$ cat config.mk
export PLATFORM = sky130hd
export DESIGN_NAME = rr_output_arbiter_flat
export DESIGN_NICKNAME = d
export VERILOG_FILES = /design/src/rtl/rr_output_arbiter_if.sv /design/src/rtl/rr_output_arbiter.sv /design/src/flat_wrapper.sv
export SDC_FILE = /design/constraint.sdc
export NUM_CORES = 1
export LEC_CHECK = 0
export ABC_AREA = 0
export CORE_MARGIN = 5
export CORE_UTILIZATION = 46
export DETAILED_ROUTE_END_ITERATION = 12
export PLACE_DENSITY_LB_ADDON = 0.12
export RECOVER_POWER = 25
export SLEW_MARGIN = 0
export SYNTH_ARGS = -nofsm -noshare
export SYNTH_HDL_FRONTEND = slang
export SYNTH_SLANG_ARGS = --single-unit
export TNS_END_PERCENT = 1
$ cat constraint.sdc
create_clock -name clk -period 4.65 [get_ports clk]
set_input_delay 0.93 -clock clk [delete_from_list [all_inputs] [get_ports clk]]
set_output_delay 0.93 -clock clk [all_outputs]
set_load 0.02 [all_outputs]
$ cat src/rtl/rr_output_arbiter_if.sv
// Request/grant bundle between the input-port side of the router and one
// per-output-port round-robin arbiter.
interface rr_output_arbiter_if #(
  parameter int unsigned NUM_IN   = 4,
  parameter int unsigned ADDR_W   = 3,
  parameter int unsigned CREDIT_W = 3
);
  localparam int unsigned IDX_W = $clog2(NUM_IN);

  logic [NUM_IN-1:0]        req_valid_i;
  logic [NUM_IN*ADDR_W-1:0] req_addr_i;
  logic [NUM_IN-1:0]        req_tail_i;
  logic                     credit_ret_i;
  logic [NUM_IN-1:0]        grant_o;
  logic [IDX_W-1:0]         grant_idx_o;
  logic                     busy_o;
  logic [CREDIT_W-1:0]      credits_o;
  logic                     timeout_o;

  // Requesters / credit source drive requests and observe grants.
  modport master (
    output req_valid_i, req_addr_i, req_tail_i, credit_ret_i,
    input  grant_o, grant_idx_o, busy_o, credits_o, timeout_o
  );

  // The arbiter consumes requests and produces grants.
  modport slave (
    input  req_valid_i, req_addr_i, req_tail_i, credit_ret_i,
    output grant_o, grant_idx_o, busy_o, credits_o, timeout_o
  );
endinterface

$ cat src/rtl/rr_output_arbiter.sv
// Per-output-port round-robin arbiter with packet lock and downstream credits.
// Optional feature macro: RR_LOCK_TIMEOUT_EN -- forced release of a lock that
// sees no transfer for TIMEOUT consecutive cycles (timeout_o pulses).
// Without the macro, the lock is only released by the tail flit.
module rr_output_arbiter #(
  parameter int unsigned       NUM_IN      = 4,
  parameter int unsigned       ADDR_W      = 3,
  parameter logic [ADDR_W-1:0] PORT_ADDR   = ADDR_W'(1),
  parameter int unsigned       MAX_CREDITS = 4,
  parameter int unsigned       CREDIT_W    = 3,
  parameter int unsigned       TIMEOUT     = 16
) (
  input logic              clk,
  input logic              reset,
  rr_output_arbiter_if.slave bus
);

  localparam int unsigned IDX_W = $clog2(NUM_IN);

  typedef enum logic {
    IDLE   = 1'b0,
    LOCKED = 1'b1
  } state_t;

  // Reject configurations the datapath cannot represent.
  if (NUM_IN < 2 || MAX_CREDITS >= (1 << CREDIT_W) || MAX_CREDITS == 0 || TIMEOUT == 0) begin : g_bad_cfg
    $error("rr_output_arbiter: illegal parameter combination");
  end

  state_t              state;
  logic [IDX_W-1:0]    ptr;
  logic [IDX_W-1:0]    owner;
  logic [CREDIT_W-1:0] credits;

  logic [NUM_IN-1:0]   desire;
  logic                pick_found;
  logic [IDX_W-1:0]    pick_idx;
  logic [NUM_IN-1:0]   grant;
  logic                xfer;
  logic [IDX_W-1:0]    owner_next;

  // Which inputs want this output port this cycle.
  always_comb begin
    desire = '0;
    for (int unsigned i = 0; i < NUM_IN; i++) begin
      desire[i] = bus.req_valid_i[i] & (bus.req_addr_i[i*ADDR_W +: ADDR_W] == PORT_ADDR);
    end
  end

  // First requester at or after the rotating pointer, wrapping.
  always_comb begin
    int unsigned scan;
    pick_found = 1'b0;
    pick_idx   = '0;
    scan       = 0;
    for (int unsigned k = 0; k < NUM_IN; k++) begin
      scan = (32'(ptr) + k) % NUM_IN;
      if (!pick_found && desire[IDX_W'(scan)]) begin
        pick_found = 1'b1;
        pick_idx   = IDX_W'(scan);
      end
    end
  end

  // Grant the locked owner only when it has a flit and a downstream slot exists.
  always_comb begin
    grant = '0;
    if (state == LOCKED && desire[owner] && credits != '0) begin
      grant[owner] = 1'b1;
    end
  end

  assign xfer       = |grant;
  assign owner_next = (owner == IDX_W'(NUM_IN - 1)) ? '0 : owner + IDX_W'(1);

  assign bus.grant_o     = grant;
  assign bus.grant_idx_o = owner;
  assign bus.busy_o      = (state == LOCKED);
  assign bus.credits_o   = credits;

`ifdef RR_LOCK_TIMEOUT_EN
  localparam int unsigned TO_W = $clog2(TIMEOUT + 1);
  logic [TO_W-1:0] idle_cnt;
  logic            timeout_q;
  assign bus.timeout_o = timeout_q;
`else
  assign bus.timeout_o = 1'b0;
`endif

  // Arbitration FSM, rotating pointer and credit counter.
  always_ff @(posedge clk or posedge reset) begin
    if (reset) begin
      state   <= IDLE;
      ptr     <= '0;
      owner   <= '0;
      credits <= CREDIT_W'(MAX_CREDITS);
`ifdef RR_LOCK_TIMEOUT_EN
      idle_cnt  <= '0;
      timeout_q <= 1'b0;
`endif
    end else begin
`ifdef RR_LOCK_TIMEOUT_EN
      timeout_q <= 1'b0;
`endif
      // A simultaneous return and transfer cancel out; returns saturate at the ceiling.
      if (xfer && !bus.credit_ret_i) begin
        credits <= credits - CREDIT_W'(1);
      end else if (!xfer && bus.credit_ret_i && credits != CREDIT_W'(MAX_CREDITS)) begin
        credits <= credits + CREDIT_W'(1);
      end

      if (state == IDLE) begin
        if (pick_found) begin
          owner <= pick_idx;
          state <= LOCKED;
        end
`ifdef RR_LOCK_TIMEOUT_EN
        idle_cnt <= '0;
`endif
      end else begin
        if (xfer && bus.req_tail_i[owner]) begin
          state <= IDLE;
          ptr   <= owner_next;
`ifdef RR_LOCK_TIMEOUT_EN
          idle_cnt <= '0;
`endif
        end
`ifdef RR_LOCK_TIMEOUT_EN
        else if (xfer) begin
          idle_cnt <= '0;
        end else if (idle_cnt == TO_W'(TIMEOUT - 1)) begin
          timeout_q <= 1'b1;
          state     <= IDLE;
          ptr       <= owner_next;
          idle_cnt  <= '0;
        end else begin
          idle_cnt <= idle_cnt + TO_W'(1);
        end
`endif
      end
    end
  end

endmodule
$ cat src/flat_wrapper.sv
// flat-port wrapper written by rule: the top's interface ports become plain ports
module rr_output_arbiter_flat 
#(
  parameter int unsigned       NUM_IN      = 4,
  parameter int unsigned       ADDR_W      = 3,
  parameter logic [ADDR_W-1:0] PORT_ADDR   = ADDR_W'(1),
  parameter int unsigned       MAX_CREDITS = 4,
  parameter int unsigned       CREDIT_W    = 3,
  parameter int unsigned       TIMEOUT     = 16
)
  (clk, reset, bus_req_valid_i, bus_req_addr_i, bus_req_tail_i, bus_credit_ret_i, bus_grant_o, bus_grant_idx_o, bus_busy_o, bus_credits_o, bus_timeout_o);
  rr_output_arbiter_if #(.NUM_IN(NUM_IN), .ADDR_W(ADDR_W), .CREDIT_W(CREDIT_W)) bus_i ();
  input logic clk;
  input logic reset;
  input wire logic [$bits(bus_i.req_valid_i)-1:0] bus_req_valid_i;
  input wire logic [$bits(bus_i.req_addr_i)-1:0] bus_req_addr_i;
  input wire logic [$bits(bus_i.req_tail_i)-1:0] bus_req_tail_i;
  input wire logic [$bits(bus_i.credit_ret_i)-1:0] bus_credit_ret_i;
  output wire logic [$bits(bus_i.grant_o)-1:0] bus_grant_o;
  output wire logic [$bits(bus_i.grant_idx_o)-1:0] bus_grant_idx_o;
  output wire logic [$bits(bus_i.busy_o)-1:0] bus_busy_o;
  output wire logic [$bits(bus_i.credits_o)-1:0] bus_credits_o;
  output wire logic [$bits(bus_i.timeout_o)-1:0] bus_timeout_o;
  assign bus_i.req_valid_i = bus_req_valid_i;
  assign bus_i.req_addr_i = bus_req_addr_i;
  assign bus_i.req_tail_i = bus_req_tail_i;
  assign bus_i.credit_ret_i = bus_credit_ret_i;
  assign bus_grant_o = bus_i.grant_o;
  assign bus_grant_idx_o = bus_i.grant_idx_o;
  assign bus_busy_o = bus_i.busy_o;
  assign bus_credits_o = bus_i.credits_o;
  assign bus_timeout_o = bus_i.timeout_o;
  rr_output_arbiter #(.NUM_IN(NUM_IN), .ADDR_W(ADDR_W), .PORT_ADDR(PORT_ADDR), .MAX_CREDITS(MAX_CREDITS), .CREDIT_W(CREDIT_W), .TIMEOUT(TIMEOUT)) u_core (.clk(clk), .reset(reset), .bus(bus_i));
endmodule
==> summary by stage <==
Outcome
The flow ran to the end, and the final reports show no timing, DRC or antenna violations.

Synth
Synthesis handed over a netlist of 94 instances. Yosys mapped a number of flops with a built-in enable equal to 0. The post-synthesis area per instance is 9.21 sq um. Yosys printed 0 warnings.

Counting flops with an async set or reset pin after synthesis yields a share of 100%. Sorting the synthesized cells by area gives the leading types as sky130_fd_sc_hd__dfrtp_1 20%, sky130_fd_sc_hd__ha_1 5.8%, sky130_fd_sc_hd__nor2_1 5.6%. The flip-flop and latch count after synthesis is 8. In the synthesized netlist the dominant register cell turns out to be sky130_fd_sc_hd__dfrtp_1. Counting instances in the post-synthesis netlist gives the leading cell types as 13 x sky130_fd_sc_hd__nor2_1, 8 x sky130_fd_sc_hd__a21oi_1, 7 x sky130_fd_sc_hd__dfrtp_1, 7 x sky130_fd_sc_hd__inv_1, 5 x sky130_fd_sc_hd__nand2_1.

The top cell type by area accounts for 20.2% of the synthesized area. The library cell with the largest summed area after synthesis is sky130_fd_sc_hd__dfrtp_1. The most frequently used cell type in the post-synthesis netlist is sky130_fd_sc_hd__nor2_1. The register area share after synthesis is 23.3%. The mapped netlist covers 866 sq um. The number of nets in the synthesized netlist is 122. Yosys mapped the design onto 41 distinct sky130hd cell types.

Setup path
Tracing the worst setup path back leads to its startpoint at bus_req_addr_i[2]. The largest individual stage delay along the critical path comes from the cell sky130_fd_sc_hd__clkdlybuf4s50_1. Traced cell by cell, the critical path runs through clkdlybuf4s50_1 -> and4bb_2 -> a22o_4 -> nor2_1 -> nor2_1 -> and2_1 -> clkdlybuf4s50_1.

The highest net fanout along the worst path is 5. The worst setup path is captured at an output port. The critical path is of the input port to output port type. The logic depth of the worst register-to-register path is 11.

The startpoint identified for the worst register-to-register timing path is u_core.bus.grant_idx_o[0]. The required time at the endpoint of the critical path is 3.72 ns. The data arrival time at the worst-slack endpoint is 2.85 ns.

For this run, the slowest stage of the critical path takes 0.61 ns. The critical path startpoint category is an input port.

STA
The final hold slack is 0.522 ns. The minimum clock period after layout is 3.78 ns. After routing, the total negative slack on setup checks comes to 0 ns.

The count of endpoints failing setup in the final report is 0. Static timing analysis puts the maximum clock frequency at 264 MHz. The final critical path takes up 81.3% of the cycle.

The total count of max-transition violations in the final report is 0. The setup clock skew after layout is 0.00625 ns. The final hold violation count was 0. Setup repair after global routing left no endpoint under its margin.

Floorplan
The number of primary I/O pins is 34. The area of the die is 0.00285 sq mm. In this run the core area contains 15 standard-cell rows.

For this configuration, the core starts out at a cell density of 49.1%. In this run the horizontal extent of the chip is 53.4 um. The floorplan core area is 0.00176 sq mm. The y dimension of the die is 53.4 um.

Global routing
The aggregate global routing overflow is 0. The maximum number of pins on one net before global-route repair is 12. The number of global-route vias before repair is 783. The total routing resource utilization after global routing is 16.1%.

The global-route wire length before repair is 3.27 mm. The number of antenna violations at the first check in global routing is 0.

Power
In this run the power density over the cells is 425 mW/mm^2. The leakage power summed over all cells is 0.482 nW. The total power is 0.519 mW. IR analysis of the VDD net gives a maximum drop of 0.333 mV.

Clock tree
After clock tree synthesis, the flow added hold-fix buffers numbering 0. The clock edge transition at the registers on the reported setup and hold paths is 0.05 ns. The maximum level of the CTS H-tree is 1. In this run the clock root is driven by a sky130_fd_sc_hd__clkbuf_4. The number of gates resized after CTS was 0.

The clock drives 8 sinks. TritonCTS created 3 clock buffers. The clock latency reported for the late side of the worst-skew pair is 0.26 ns.

No sink is reached through more buffers than the 2 on the longest clock path. The TritonCTS clock tree is yes. The post-CTS setup buffer count is 0.

Flow run
Across the run, the number of max-cap violations was 0.

Route
Summing over every cut layer, the via total after detailed routing is 809. Dividing the detail-routed wire length by the instance count gives 13.7 um. The iteration count of the initial detailed-routing pass is 4. For this run, design rule violations remaining after detail routing come to 0. Dividing the detail-routed via count by the number of cells gives 5.32.

The detail route stage leaves a number of antenna-violating nets equal to 0. The total wire length is 2.09 mm. In this run, the number of DRC markers left after iteration 0 of detailed routing was 12.

Finish
The layout net count is 156. The layout has 159 filler cells. The share of final-layout standard cells stronger than drive strength 1 is 13.4%. The repair_antennas step left the layout with diodes totalling 0. The post-route cell area is 0.00122 sq mm. The area growth from synthesis to layout is 41.0%. The count of cells in the finished layout, fillers not included, comes to 152. Summing all multi-input logic gate instances after layout gives 616 sq um. The sequential cells in the finished layout cover a total of 201 sq um.

Worst hold path
The start point of the worst min-delay path is u_core.bus.credits_o[0]. The cell depth of the worst hold path is 1. The classification of the worst-slack hold path is register to register.

Placement
The congestion estimate from routability-driven global placement came to 0.788. The cell area after placement is 0.00119 sq mm. Buffers placed on the I/O ports in this run total 32.

The final HPWL from detailed placement is 1.71 mm. The number of placed instances, taps included, is 148.
path summary, 6_finish.rpt:
check	to	slack [ns]
max reg2reg	u_core.bus.credits_o[1]	2.15
min in group asynchronous	u_core.bus.grant_idx_o[1]	1.04
max	bus_grant_o[3]	0.87
min reg2reg	u_core.bus.credits_o[0]	0.52
min	u_core.bus.credits_o[0]	0.52
max in group asynchronous	u_core.bus.credits_o[2]	3.33
power by group:
part / switching [mW] / internal, mW
clock network: 0.0237 / 0.0328
registers: 0.0619 / 0.104
logic: 0.136 / 0.160
layout make-up:
type / instances / area share (%)
Tap cell: 25 / 2.56
Clock buffer: 4 / 2.15
Multi-Input combinational cell: 76 / 50.4
Sequential cell: 8 / 16.5
Timing Repair Buffer: 32 / 26.2
Inverter: 7 / 2.15
cell usage in the layout (no fill, tap or decap), drive strengths merged, types with 2 or more instances in the layout:
cell and instances:
mux2 2, dfrtp 7, o21ai 3, nand2b 2
nor2 13, ha 4, clkbuf 4, a21oi 8
inv 7, nand2 5, a21o 2, o31ai 2
nor2b 2, and4bb 4, nand4bb 4, clkdlybuf4s50 31
and2 4, nor4b 2, nor3 2
critical path: cells and delay by family:
kind / cells / cell delay [ns]
buffers and inverters: 2 / 1.02
AND/OR/NAND/NOR: 4 / 0.76
AO/OA/AOI/OAI: 1 / 0.15
kinds of logic after synthesis:
| kind of cell | Yosys count | share of synthesized area [%] |
|---|---|---|
| xor+xnor | 1 | 1.01 |
| fa+ha+maj | 5 | 8.09 |
| simple gates | 41 | 31.9 |
| flops | 8 | 23.3 |
| buf+inv | 10 | 5.64 |
| compound gates | 25 | 23.1 |
| other cells | 1 | 0.433 |
| mux | 3 | 6.50 |
layer usage:
metal / GRT usage, % / routed length [um] / vias up
met5: 0 / 0 / -
met4: 3.83 / 9 / 0
met3: 6.20 / 199 / 3
met2: 29.2 / 1010 / 29
met1: 17.1 / 869 / 364
li1: - / - / 413
registers in the layout (all words and copies together), names as in the netlist:
register	count
u_core.bus.credits_o	3
u_core.ptr	2
u_core.bus.grant_idx_o	2
u_core.bus.busy_o	1
per-stage QoR:
| stage | util [%] | worst slack, ns |
|---|---|---|
| after global routing | 69.2 | 0.750 |
| final | 69.2 | 0.867 |
| after CTS | 69.2 | 0.870 |
| after detailed placement | 67.7 | 0.869 |
| after global placement | 67.7 | 0.922 |
| after floorplan | - | 1.89 |
Note: power is estimated with default switching activity, not from simulation.
